--- src/rtl/loop_count_checker_sat_counter.sv ---
// Up-counter with increment enable and selectable end behaviour.
//   clk, rst : clock and asynchronous active-high reset
//   inc      : count up by one on this edge
//   count    : current value; holds at all-ones when SAT=1, rolls over when SAT=0
module sat_counter #(
    parameter int W   = 8,
    parameter bit SAT = 1'b1
) (
    input  logic         clk,
    input  logic         rst,
    input  logic         inc,
    output logic [W-1:0] count
);

    // NOTE: sequential state is written with non-blocking assignments so every
    // flop samples the pre-edge values of the others.
    always_ff @(posedge clk or posedge rst) begin
        if (rst) begin
            count <= '0;
        end else if (inc && !(SAT && (&count))) begin
            count <= count + W'(1);
        end
    end

endmodule

--- config.mk ---
export PLATFORM = sky130hd
export DESIGN_NAME = sat_counter
export DESIGN_NICKNAME = d
export VERILOG_FILES = /design/src/rtl/loop_count_checker_sat_counter.sv
export SDC_FILE = /design/constraint.sdc
export NUM_CORES = 1
export LEC_CHECK = 0
export ABC_AREA = 1
export BUFFER_PORTS_ARGS = -buffer_cell sky130_fd_sc_hd__buf_2
export CELL_PAD_IN_SITES_DETAIL_PLACEMENT = 1
export CELL_PAD_IN_SITES_GLOBAL_PLACEMENT = 2
export CORE_MARGIN = 5
export CORE_UTILIZATION = 27
export DETAILED_ROUTE_END_ITERATION = 10
export GPL_TIMING_DRIVEN = 0
export HOLD_SLACK_MARGIN = 0.08
export PLACE_DENSITY = 0.75
export RECOVER_POWER = 50
export SYNTH_ARGS = -nofsm -noshare
export SYNTH_HDL_FRONTEND = slang
export SYNTH_SLANG_ARGS = --single-unit
--- constraint.sdc ---
create_clock -name clk -period 1.6 [get_ports clk]
set_input_delay 0.16 -clock clk [delete_from_list [all_inputs] [get_ports clk]]
set_output_delay 0.16 -clock clk [all_outputs]
set_load 0.02 [all_outputs]
==> flow_summary.yaml <==
outcome:
  outcome: "complete, no violations"
finish:
  top_register: "count"
  top_regs: "count x8"
  drive_above_1_share_pct: 22.08
  fillerInstances: 225
  n_antenna_cell: 0
  area_growth_syn_to_layout_pct: 21.56
  largest_reg_flops: 8
  fin_area_um2: 564.3
  layout_commonest_cell: "nand2_1"
  most-common-layout-cells: "nand2_1, dfrtp_1, inv_1, buf_2, nor2_1"
  nNetsFinal: 83
worst_setup_path:
  max_stage_delay_ns: 0.47
  cp_cell_sequence: "ha_1 -> inv_1 -> nor2_2 -> nand2_4 -> nand2_4 -> inv_4 -> nand2_2 -> nand2_1"
  cp.arrival_ns: 1.60
  crit_top_cell: "nand2_4"
  critPathMaxFanout: 7
  required_ns: 1.75
  startpoint_type: "flip-flop"
  path_class: "reg -> reg"
  crit_path_end_kind: "flip-flop"
  path_buf_inv: 2
  cpMaxStageDelayCell: "dfrtp_1"
  cpLargestDelayFamily: "simple AND/OR/NAND/NOR gates"
detailed_routing:
  wirelength_met1_um: 517
  drtPass1Iterations: 2
  ant_nets: 0
  drt-total-wl_um: 1119
  dr_wl_met2_um: 513
  met3_wirelength_um: 68
  top_layer: "met4"
  drt_iter0_drc: 1
  wl_per_cell_um: 11.90
  drc: 0
  vias_per_cell: 4.660
  via_count: 438
die:
  num_io_pins: 11
  fp.dieW_um: 51.47
  dieHeight_um: 51.47
  row_count: 15
  design.core.area_um2: 1689
  start_util_pct: 27.48
  die_area_um2: 2649
power_and_ir_drop:
  power_density_nw_per_um2: 1546
  ir_drop_mv: 0.5025
  p_leak_nw: 0.3037
grt:
  grtUsageTotal_pct: 10.69
  grt_pass1_vias: 481
  grt_max_degree: 9
  grt_pass1_wl_um: 2028
  grt_overflow: 0
  antenna_found_initial: 0
sta:
  period_needed_ns: 1.450
  setup-tns-final_ns: 0
  fmax_mhz: 689.8
  timing.final.crit_share_pct: 90.61
  final_max_slew_viol_count: 0
  skew_ns: 0.0002768
  tightestPinTransition_ns: 0.3382
  relSlewSlack_pct: 77.43
  hold_viol: 0
  setup_violations: 0
  grt_setup_unrepaired: "no"
placement:
  hpwl_um: 844.5
  portBuffers: 10
  gp_congestion: 0.7024
  place_area_um2: 535.5
synth:
  synth.avg_cell_area_um2: 7.368
  syn-num-nets: 67
  synth_cell_types: 15
  ys_seq_area_share_pct: 43.13
  syn_area_um2: 464.2
  ys_ff_latch: 8
  postSynthCellCount: 63
  yosys_warnings: 0
min_path:
  hold_path_class: "in -> reg"
clock_network:
  cts_buffers: 3
  clockBufferDepth: 2
  path_clk_slew_ns: 0.06
  cts_tree: "done"
  clk_latency_ns: 0.26
  cts_root_buf: "clkbuf_4"
  cts_resized: 0
  cts_sinks: 8
  h-tree-depth: 1
run:
  drv_cap: 0
-- worst reg2reg max path, stage by stage (launching register included) --
cell and delay (ns):
dfrtp_1 0.47, ha_1 0.27, inv_1 0.07, nor2_2 0.17
nand2_4 0.10, nand2_4 0.11, inv_4 0.05, nand2_2 0.05
nand2_1 0.05
-- worst paths after layout --
check / to / slack, ns / cells past startpoint / from
setup reg to reg: count[5]$_DFFE_PP0P_ / 0.15 / 8 / count[0]$_DFFE_PP0P_
hold / removal: count[0]$_DFFE_PP0P_ / 0.27 / 4 / inc
min in group asynchronous: count[3]$_DFFE_PP0P_ / 0.40 / 3 / rst
setup / recovery: count[5]$_DFFE_PP0P_ / 0.15 / 8 / count[0]$_DFFE_PP0P_
hold reg to reg: count[1]$_DFFE_PP0P_ / 0.54 / 2 / count[1]$_DFFE_PP0P_
max in group asynchronous: count[0]$_DFFE_PP0P_ / 0.95 / 3 / rst
-- through the flow --
step | std cells | setup WS, ns | hold slack, ns | total power [mW] | utilization, %
2_1_floorplan | 63 | 0.2261 | -0.02434 | 0.6024 | -
3_3_place_gp | 90 | 0.1709 | 0.1395 | 0.7151 | 31.70
3_5_place_dp | 90 | 0.1677 | 0.1381 | 0.7216 | 31.70
4_1_cts | 94 | 0.1335 | 0.2784 | 0.8901 | 33.63
5_1_grt | 94 | 0.0006445 | 0.3151 | 0.9504 | 33.41
6_report | 94 | 0.1502 | 0.2744 | 0.8724 | 33.41
-- where the power goes --
group          total, mW  leakage, nW  switching [mW]  internal [mW]
clock              0.160       0.0138          0.0741         0.0862
sequential         0.357       0.0955          0.0878          0.269
combinational      0.355        0.194           0.233          0.122
total              0.872        0.304           0.395          0.477
-- metal layers --
metal  track usage, %  vias to the layer above
li1                 -                      223
met1            13.55                      200
met2            15.47                       11
met3            3.499                        4
met4            6.550                        0
met5                0                        -
-- what timing repair did --
action | 4_1_cts | 5_1_grt
setup buffers | 0 | 0
endpoints found under the hold margin | 8 | 0
hold buffers | 1 | 0
-- area by class of cell --
cell class / count / area, µm² / share of cell area [%]
Clock buffer: 3 / 22.52 / 3.991
Inverter: 8 / 32.53 / 5.765
Multi-Input combinational cell: 47 / 231.5 / 41.02
Sequential cell: 8 / 200.2 / 35.48
Tap cell: 17 / 21.27 / 3.769
Timing Repair Buffer: 11 / 56.30 / 9.978
-- cell usage after synthesis, drive strengths merged --
cell | count | area [µm²]
inv | 8 | 32.54
xnor2 | 1 | 8.760
a21oi | 4 | 20.02
ha | 1 | 12.51
nand3 | 3 | 15.01
nand2 | 28 | 125.1
dfrtp | 8 | 200.2
nor3 | 1 | 5.000
nor2 | 8 | 40.04
o21ai | 1 | 5.000
-- cell families after synthesis --
family                     synth area share [%]
AOI/OAI and AO/OA                         5.390
buffers and inverters                     7.010
and+or+nand+nor                           39.89
DFF                                       43.13
xor gates and xnor gates                  1.887
adders and majority gates                 2.695
Note: power is estimated with default switching activity, not from simulation.
